--- src/rtl/p12_cfg_loader_if.sv ---
// rtl/p12_cfg_loader_if.sv - host command and readback bundle for the p12 configuration loader
interface p12_cfg_loader_if;
    logic       cmd_valid;
    logic       cmd_ready;
    logic [1:0] cmd_op;
    logic [7:0] cmd_data;
    logic       rd_valid;
    logic [7:0] rd_data;

    modport master (
        output cmd_valid, cmd_op, cmd_data,
        input  cmd_ready, rd_valid, rd_data
    );

    modport slave (
        input  cmd_valid, cmd_op, cmd_data,
        output cmd_ready, rd_valid, rd_data
    );
endinterface

--- src/rtl/p12_cfg_loader.sv ---
// rtl/p12_cfg_loader.sv - scan-chain shifter and v/h/d latch strobe sequencer for the p12 tile array
module p12_cfg_loader #(
    parameter int unsigned STROBE_CYC = 2
) (
    input  logic              clk,
    input  logic              rst_n,
    p12_cfg_loader_if.slave   io_host,
    input  logic              i_run_en,
    output logic              o_sc_en,
    output logic              o_sc_out,
    input  logic              i_sc_in,
    output logic              o_clk_en,
    output logic              o_lat_v,
    output logic              o_lat_h,
    output logic              o_lat_d,
    output logic              o_lb,
    output logic              o_busy
);

    typedef enum logic [2:0] {
        S_IDLE,
        S_SHIFT,
        S_PRE,
        S_STROBE,
        S_POST
    } state_t;

    localparam logic [3:0] STRB_LAST = 4'(STROBE_CYC - 1);

    state_t     r_state;
    state_t     w_next;
    logic [1:0] r_op;
    logic [7:0] r_data;
    logic [2:0] r_bit_cnt;
    logic [3:0] r_strb_cnt;
    logic [7:0] r_rd_data;
    logic       r_rd_valid;
    logic       r_lat_v;
    logic       r_lat_h;
    logic       r_lat_d;

    logic       w_accept;
    logic       w_cmd_ready;
    logic       w_sc_en;
    logic       w_sc_out;
    logic       w_clk_en;
    logic       w_lb;

    assign w_accept = io_host.cmd_valid && (r_state == S_IDLE);

    always_comb begin
        w_next      = r_state;
        w_cmd_ready = 1'b0;
        w_sc_en     = 1'b0;
        w_sc_out    = 1'b0;
        w_clk_en    = 1'b0;
        w_lb        = 1'b1;
        case (r_state)
            S_IDLE: begin
                w_cmd_ready = 1'b1;
                w_clk_en    = i_run_en;
                w_lb        = ~i_run_en;
                if (w_accept) begin
                    w_next = (io_host.cmd_op == 2'd0) ? S_SHIFT : S_PRE;
                end
            end
            S_SHIFT: begin
                w_sc_en  = 1'b1;
                w_sc_out = r_data[r_bit_cnt];
                w_clk_en = 1'b1;
                if (r_bit_cnt == 3'd7) begin
                    w_next = S_IDLE;
                end
            end
            S_PRE:    w_next = S_STROBE;
            S_STROBE: begin
                if (r_strb_cnt == STRB_LAST) begin
                    w_next = S_POST;
                end
            end
            S_POST:   w_next = S_IDLE;
            default:  w_next = S_IDLE;
        endcase
    end

    always_ff @(posedge clk or negedge rst_n) begin
        if (!rst_n) begin
            r_state    <= S_IDLE;
            r_op       <= 2'd0;
            r_data     <= 8'd0;
            r_bit_cnt  <= 3'd0;
            r_strb_cnt <= 4'd0;
            r_rd_data  <= 8'd0;
            r_rd_valid <= 1'b0;
            r_lat_v    <= 1'b0;
            r_lat_h    <= 1'b0;
            r_lat_d    <= 1'b0;
        end else begin
            r_state    <= w_next;
            r_rd_valid <= (r_state == S_SHIFT) && (r_bit_cnt == 3'd7);
            if (w_accept) begin
                r_op       <= io_host.cmd_op;
                r_data     <= io_host.cmd_data;
                r_bit_cnt  <= 3'd0;
                r_strb_cnt <= 4'd0;
            end
            if (r_state == S_SHIFT) begin
                r_rd_data[r_bit_cnt] <= i_sc_in;
                r_bit_cnt            <= r_bit_cnt + 3'd1;
            end
            if (r_state == S_STROBE) begin
                r_strb_cnt <= r_strb_cnt + 4'd1;
            end
            // Strobes are registered from the next state so they open one cycle after PRE freezes the chain
            r_lat_v <= (w_next == S_STROBE) && (r_op == 2'd1);
            r_lat_h <= (w_next == S_STROBE) && (r_op == 2'd2);
            r_lat_d <= (w_next == S_STROBE) && (r_op == 2'd3);
        end
    end

    assign io_host.cmd_ready = w_cmd_ready;
    assign io_host.rd_valid  = r_rd_valid;
    assign io_host.rd_data   = r_rd_data;
    assign o_sc_en           = w_sc_en;
    assign o_sc_out          = w_sc_out;
    assign o_clk_en          = w_clk_en;
    assign o_lb              = w_lb;
    assign o_lat_v           = r_lat_v;
    assign o_lat_h           = r_lat_h;
    assign o_lat_d           = r_lat_d;
    assign o_busy            = (r_state != S_IDLE);

endmodule

--- src/flat_wrapper.sv ---
// flat-port wrapper written by rule: the top's interface ports become plain ports
module p12_cfg_loader_flat 
#(
    parameter int unsigned STROBE_CYC = 2
)
  (clk, rst_n, i_run_en, o_sc_en, o_sc_out, i_sc_in, o_clk_en, o_lat_v, o_lat_h, o_lat_d, o_lb, o_busy, io_host_cmd_valid, io_host_cmd_op, io_host_cmd_data, io_host_cmd_ready, io_host_rd_valid, io_host_rd_data);
  p12_cfg_loader_if io_host_i ();
  input  logic clk;
  input  logic rst_n;
  input  logic i_run_en;
  output logic o_sc_en;
  output logic o_sc_out;
  input  logic i_sc_in;
  output logic o_clk_en;
  output logic o_lat_v;
  output logic o_lat_h;
  output logic o_lat_d;
  output logic o_lb;
  output logic o_busy;
  input wire logic [$bits(io_host_i.cmd_valid)-1:0] io_host_cmd_valid;
  input wire logic [$bits(io_host_i.cmd_op)-1:0] io_host_cmd_op;
  input wire logic [$bits(io_host_i.cmd_data)-1:0] io_host_cmd_data;
  output wire logic [$bits(io_host_i.cmd_ready)-1:0] io_host_cmd_ready;
  output wire logic [$bits(io_host_i.rd_valid)-1:0] io_host_rd_valid;
  output wire logic [$bits(io_host_i.rd_data)-1:0] io_host_rd_data;
  assign io_host_i.cmd_valid = io_host_cmd_valid;
  assign io_host_i.cmd_op = io_host_cmd_op;
  assign io_host_i.cmd_data = io_host_cmd_data;
  assign io_host_cmd_ready = io_host_i.cmd_ready;
  assign io_host_rd_valid = io_host_i.rd_valid;
  assign io_host_rd_data = io_host_i.rd_data;
  p12_cfg_loader #(.STROBE_CYC(STROBE_CYC)) u_core (.clk(clk), .rst_n(rst_n), .io_host(io_host_i), .i_run_en(i_run_en), .o_sc_en(o_sc_en), .o_sc_out(o_sc_out), .i_sc_in(i_sc_in), .o_clk_en(o_clk_en), .o_lat_v(o_lat_v), .o_lat_h(o_lat_h), .o_lat_d(o_lat_d), .o_lb(o_lb), .o_busy(o_busy));
endmodule
--- config.mk ---
export PLATFORM = sky130hd
export DESIGN_NAME = p12_cfg_loader_flat
export DESIGN_NICKNAME = d
export VERILOG_FILES = /design/src/rtl/p12_cfg_loader_if.sv /design/src/rtl/p12_cfg_loader.sv /design/src/flat_wrapper.sv
export SDC_FILE = /design/constraint.sdc
export NUM_CORES = 1
export LEC_CHECK = 0
export CAP_MARGIN = 20
export CORE_MARGIN = 4
export CORE_UTILIZATION = 55
export CTS_BUF_LIST = sky130_fd_sc_hd__clkbuf_8
export DETAILED_ROUTE_END_ITERATION = 7
export PLACE_DENSITY = 0.93
export SLEW_MARGIN = 15
export SYNTH_ARGS = -nofsm -noshare
export SYNTH_HDL_FRONTEND = slang
export SYNTH_SLANG_ARGS = --single-unit
--- constraint.sdc ---
create_clock -name clk -period 3.4 [get_ports clk]
set_input_delay 0.68 -clock clk [delete_from_list [all_inputs] [get_ports clk]]
set_output_delay 0.68 -clock clk [all_outputs]
set_load 0.02 [all_outputs]
==> key figures, run 1 <==
Global route
  • GRT overflow: 0
  • First-pass GRT wire length: 5000 um
  • Initial antenna violation count: 0
  • Pin count of the biggest net entering global routing: 33
  • Gr usage total: 19.5%
  • Vias in the first global route: 1055

Timing
  • Peak Freq: 343 MHz
  • Slew Viols, Final: 0
  • Setup tns final: 0 ns
  • Part of the cycle the worst path needs: 85.8%
  • Fin crit period: 2.92 ns
  • Slew at the pin with the worst max-slew slack: 0.890 ns
  • Rel. slew slack: 39.9%
  • Worst Skew: 0.00700 ns
  • RSZ-0062 raised after global routing: no
  • Setup ws final: 0.484 ns
  • Final hold violation count: 0
  • Setup Viol. Count Final: 0
  • Hold slack final: 0.474 ns

Power
  • Peak VDD IR: 725 uV
  • Tot Pwr: 1.89 mW
  • Power Dens Cells: 996 mW/mm2
  • Leakage: 0.830 nW

Finish
  • ANT cells: 0
  • Fin nets: 175
  • Post-route insts no fill: 187
  • Final Cell Area: 0.00190 mm2
  • Share of layout cells above drive strength 1: 17.8%
  • Layout area overhead: 28.4%
  • Core Util, Final: 75.4%

Synth
  • Largest family of logic cells by synthesized area: multiplexers
  • Post-Synth XOR/XNOR Area: 0.591%
  • Post-synthesis mux area share: 16.9%
  • Mapped Nets: 141
  • Synth area leader: dfrtp_1
  • Yosys Warn Count: 0
  • Synth top area cells: dfrtp_1 (54%), mux2_2 (12%), nand3_1 (4.4%), ha_1 (3.4%), mux2i_1 (2.7%)
  • Synthesis-stage register bit count: 32
  • Post-synth top area share: 54.0%
  • Complex-gate fraction of the synthesized area: 3.54%
  • Cells after synthesis: 122
  • Mapped Area: 0.00148 mm2
  • Unique masters post-synth: 30
  • Simple-gate share of the synthesized area: 16.8%
  • Syn avg cell area: 12.2 um2
  • Post-synthesis sequential area ratio: 54.0%
  • Fraction of the mapped netlist area in adder cells: 3.38%

Place
  • DP Area: 0.00180 mm2
  • # port buffers: 32
  • Placed instance count: 179
  • DP Wirelength: 2110 um
  • GP Congestion: 0.782
  • Pre-CTS setup slack: 0.691 ns

Hold path
  • Hold/Removal Path Class: flip-flop to flip-flop

Setup path
  • Crit path DAT: 2.24 ns
  • Setup Crit Path Kind: flip-flop to output pin
  • Crit. End Element: output pin
  • Worst Setup Start Kind: flip-flop
  • Worst endpoint required time: 2.72 ns
  • CP max FO: 9

Die
  • Die area: 0.00359 mm2
  • Die Span Y: 59.9 um
  • Total core area: 0.00252 mm2
  • IO Count: 33
  • Starting Density: 58.8%
  • Site row count: 18
  • Die Width: 59.9 um

Clock network
  • Cts repair resizes: 0
  • CTS tree: built
  • Reg clk slew, reported paths: 0.07 ns
  • Total CTS buffers: 5
  • CTS H-tree depth: 2
  • Clk root buf: clkbuf_8
  • Setup bufs post-CTS: 0
  • Sink Count: 32
  • Later-pin clock latency in the skew report: 0.29 ns
  • Hold buffer count at cts: 0
  • CTS Buffer Depth: 2

Detailed routing
  • ANT nets after route: 0
  • # DRC: 0
  • Total iterations of the first detailed-routing run: 4
  • Vias/cell: 5.56
  • Detailed Route Iter0 Violations: 28
  • WL/cell: 16.1 um
  • Vias: 1039
  • Drt total wl: 3010 um

Outcome
  • Status: completed

Job
  • Max Cap Violations: 0
layer usage:
metal	vias up	part of all wire, %	GRT usage (%)
li1	502	-	-
met1	496	41	23.5
met2	35	51	31.3
met3	6	6.3	5.40
met4	0	1.7	11.1
met5	-	0	0
Yosys cell counts (all sizes together):
| master | instances |
|---|---|
| nand2 | 9 |
| nor2 | 3 |
| buf | 6 |
| nand3 | 13 |
| mux2i | 4 |
| nand3b | 2 |
| a22oi | 1 |
| o21ai | 4 |
| nor3b | 3 |
| xor2 | 1 |
| nand4bb | 1 |
| nor3 | 5 |
| inv | 5 |
| a311o | 1 |
| ha | 4 |
| nor4b | 1 |
| or4b | 1 |
| dfrtp | 32 |
| o31ai | 1 |
| nor2b | 2 |
| or3b | 1 |
| nand4 | 1 |
| and4 | 1 |
| mux2 | 18 |
| o211ai | 1 |
| and2 | 1 |
sequential cells by signal, indices dropped and copies added, names as in the netlist:
name,count
u_core.r_bit_cnt,3
u_core.io_host.rd_valid,1
u_core.o_lat_v,1
u_core.r_op,2
u_core.io_host.rd_data,8
u_core.o_lat_d,1
u_core.r_state,3
u_core.o_lat_h,1
u_core.r_strb_cnt,4
u_core.r_data,8
kinds of logic after synthesis:
| kind of cell | count (synthesis) |
|---|---|
| AOI/OAI and AO/OA | 8 |
| xor gates and xnor gates | 1 |
| muxes | 22 |
| adders and majority gates | 4 |
| buffers and inverters | 11 |
| DFF | 32 |
| and+or+nand+nor | 44 |
power by group:
part	internal [mW]	switching [mW]
combinational	0.421	0.407
clock	0.214	0.141
sequential	0.553	0.158
total	1.19	0.706
worst paths after layout:
check | from | slack, ns | endpoint | cells past startpoint
min in group asynchronous | rst_n | 0.79 | u_core.r_op[1] | 2
min reg2reg | u_core.r_op[1] | 0.47 | u_core.o_lat_v | 1
max in group asynchronous | rst_n | 2.32 | u_core.r_data[4] | 2
max | u_core.r_state[1] | 0.48 | o_sc_out | 4
min | u_core.r_op[1] | 0.47 | u_core.o_lat_v | 1
max reg2reg | u_core.r_bit_cnt[1] | 1.47 | u_core.io_host.rd_data[5] | 3
critical path: stages (launching register included):
cell and delay [ns]:
dfrtp_1 0.45, or3b_1 0.51, inv_2 0.18, and4_1 0.20, clkdlybuf4s50_1 0.61
cell type report:
class | count | area (um2)
Inverter | 5 | 18.8
Tap cell | 30 | 37.5
Fill cell | 169 | 619
Clock inverter | 3 | 38.8
Sequential cell | 32 | 801
Multi-Input combinational cell | 79 | 611
Timing Repair Buffer | 33 | 328
Clock buffer | 5 | 68.8
cell usage in the layout (no fill, tap or decap):
cell	synthesis	layout
clkdlybuf4s50_1	0	32
dfrtp_1	32	32
mux2_2	16	16
nand3_1	13	13
nand2_1	9	9
nor3_1	5	5
inv_1	4	5
clkbuf_8	0	5
mux2i_1	4	4
o21ai_0	4	4
ha_1	4	4
nor2_1	3	3
nor3b_1	3	3
nand3b_1	2	2
nor2b_1	2	2
mux2_4	2	2
or3b_1	1	1
inv_2	1	1
or4b_4	1	1
nand4bb_1	1	1
o31ai_1	1	1
o211ai_1	1	1
and2_1	1	1
a22oi_1	1	1
and4_1	1	1
nor4b_1	1	1
a311o_1	1	1
xor2_1	1	1
nand4_1	1	1
bufinv_16	0	1
clkinv_2	0	1
buf_4	0	1
Power figures use the tool's default switching activity.
==> run 2: changes to the inputs <==
--- a/config.mk
+++ b/config.mk
@@ -10,7 +10,9 @@
 export CORE_UTILIZATION = 55
 export CTS_BUF_LIST = sky130_fd_sc_hd__clkbuf_8
 export DETAILED_ROUTE_END_ITERATION = 7
-export PLACE_DENSITY = 0.93
+export DONT_BUFFER_PORTS = 1
+export GPL_TIMING_DRIVEN = 0
+export PLACE_DENSITY = 0.77
 export SLEW_MARGIN = 15
 export SYNTH_ARGS = -nofsm -noshare
 export SYNTH_HDL_FRONTEND = slang
==> key figures, run 2 (synthesis results as in run 1) <==
Outcome
  • Status: completed

Power
  • Clk pwr share: 17.6%
  • Power Dens Cells: 1030 mW/mm2
  • Leakage: 0.730 nW
  • Seq pwr share: 46.2%
  • Internal: 993 uW
  • Peak VDD IR: 590 uV
  • Logic gate share of total power: 36.2%
  • Sw power: 661 uW
  • Sw Ratio: 40.0%

Clock network
  • Clk root buf: clkbuf_8
  • Setup bufs post-CTS: 0
  • Cts repair resizes: 0
  • Later-pin clock latency in the skew report: 0.29 ns
  • CTS H-tree depth: 2
  • Total CTS buffers: 5
  • Hold buffer count at cts: 0
  • CTS Buffer Depth: 2
  • Reg clk slew, reported paths: 0.07 ns
  • CTS tree: built
  • Sink Count: 32

Die
  • Die Width: 59.9 um
  • IO Count: 33
  • Die Span Y: 59.9 um
  • Site row count: 18
  • Die area: 0.00359 mm2
  • Starting Density: 58.8%
  • Total core area: 0.00252 mm2

Finish
  • Layout area overhead: 8.61%
  • ANT cells: 0
  • Area of the multi-input gates: 611 um2
  • Final Cell Area: 0.00161 mm2
  • Most frequent cells in the layout: dfrtp_1 (32), mux2_2 (16), nand3_1 (13), nand2_1 (9)
  • Commonest non-fill, non-tap cell in the layout: dfrtp_1
  • Register area: 801 um2
  • Share of layout cells above drive strength 1: 24.6%
  • Fillers: 187
  • Fin nets: 148
  • Core Util, Final: 63.8%

Timing
  • Final hold violation count: 0
  • Rel. slew slack: 40.5%
  • Setup ws final: 0.858 ns
  • Part of the cycle the worst path needs: 74.8%
  • Slew at the pin with the worst max-slew slack: 0.886 ns
  • RSZ-0062 raised after global routing: no
  • Worst Skew: 0.0100 ns
  • Fin crit period: 2.54 ns
  • Hold slack final: 0.0817 ns
  • Setup tns final: 0 ns
  • Peak Freq: 393 MHz
  • Slew Viols, Final: 0
  • Setup Viol. Count Final: 0

Setup path
  • Crit. End Element: output pin
  • CP max FO: 9
  • CP startpoint: u_core.r_state[2]
  • Worst Setup Start Kind: flip-flop
  • Slowest cell on crit path: nor3_1
  • Setup Crit Path Kind: flip-flop to output pin
  • Worst endpoint required time: 2.72 ns
  • Slowest stage delay, CP: 0.73 ns
  • Crit path DAT: 1.86 ns
  • CP cell instances: buf_2 > nor3_1 > nand2_1
  • R2R Path Start: u_core.r_state[2]
  • Worst reg-to-reg setup slack: 1.59 ns

Detailed routing
  • Vias/cell: 6.02
  • Detailed Route Iter0 Violations: 26
  • Drt total wl: 2790 um
  • # DRC: 0
  • Total iterations of the first detailed-routing run: 4
  • ANT nets after route: 0
  • WL/cell: 17.5 um
  • Vias: 963

Global route
  • Vias in the first global route: 1009
  • Gr usage total: 18.0%
  • Initial antenna violation count: 0
  • Pin count of the biggest net entering global routing: 33
  • First-pass GRT wire length: 4640 um
  • GRT overflow: 0

Place
  • DP Area: 0.00152 mm2
  • # port buffers: 0
  • Pre-CTS setup slack: 1.15 ns
  • GP Congestion: 0.723
  • DP Wirelength: 2000 um

Job
  • Max Cap Violations: 0

Hold path
  • Hold/Removal Path Class: input port to async pin
[run 2: cell types whose count changed in the layout (fill, tap and decap cells not counted)]
cell and delta:
clkinv_2 -1, buf_2 +3, clkbuf_8 +1, inv_1 +1
bufinv_16 -1, buf_6 +2, buf_8 +1, buf_4 -1
clkdlybuf4s50_1 -32
[run 2: worst max-delay path: cells and delay by family (launching register included)]
family / cells / cell delay, ns
AND/OR/NAND/NOR: 2 / 1.06
buffers and inverters: 1 / 0.16
flip-flops: 1 / 0.36
[run 2: worst paths after layout]
kind	to	cells after the start
worst max register to register	u_core.io_host.rd_data[7]	6
worst max-delay path	o_lb	3
worst min-delay path	u_core.r_state[2]	0
worst min register to register	u_core.o_lat_h	1
min in group clk	u_core.o_lat_h	1
max in group asynchronous	u_core.r_data[0]	0
[run 2: layout make-up]
type	count	share of cell area (%)
tap	30	2.33
buffer	6	3.26
inverter	5	1.17
multi-input combinational	79	37.9
clock buffer	6	5.13
clock inverter	2	0.466
sequential	32	49.7
[run 2: through the flow]
step / power [mW] / instances
floorplan: 1.24 / 122
CTS: 1.67 / 160
global placement: 1.32 / 152
finish: 1.65 / 160
global route: 1.76 / 160
detailed placement: 1.37 / 152
[run 2: layer usage]
metal | wire (um) | share of wire [%] | track usage, %
met5 | 0 | 0 | 0
met2 | 1450 | 52 | 29.9
met1 | 1120 | 40 | 20.5
met4 | 46 | 1.6 | 7.59
met3 | 183 | 6.5 | 6.70
[run 2: power by group through the flow]
stage	Sequential, mW	Clock, mW	Combinational (mW)
after floorplan	0.726	0	0.509
after global placement	0.752	0	0.571
after detailed placement	0.770	0	0.601
after CTS	0.767	0.295	0.605
after global routing	0.790	0.310	0.661
final	0.764	0.291	0.598
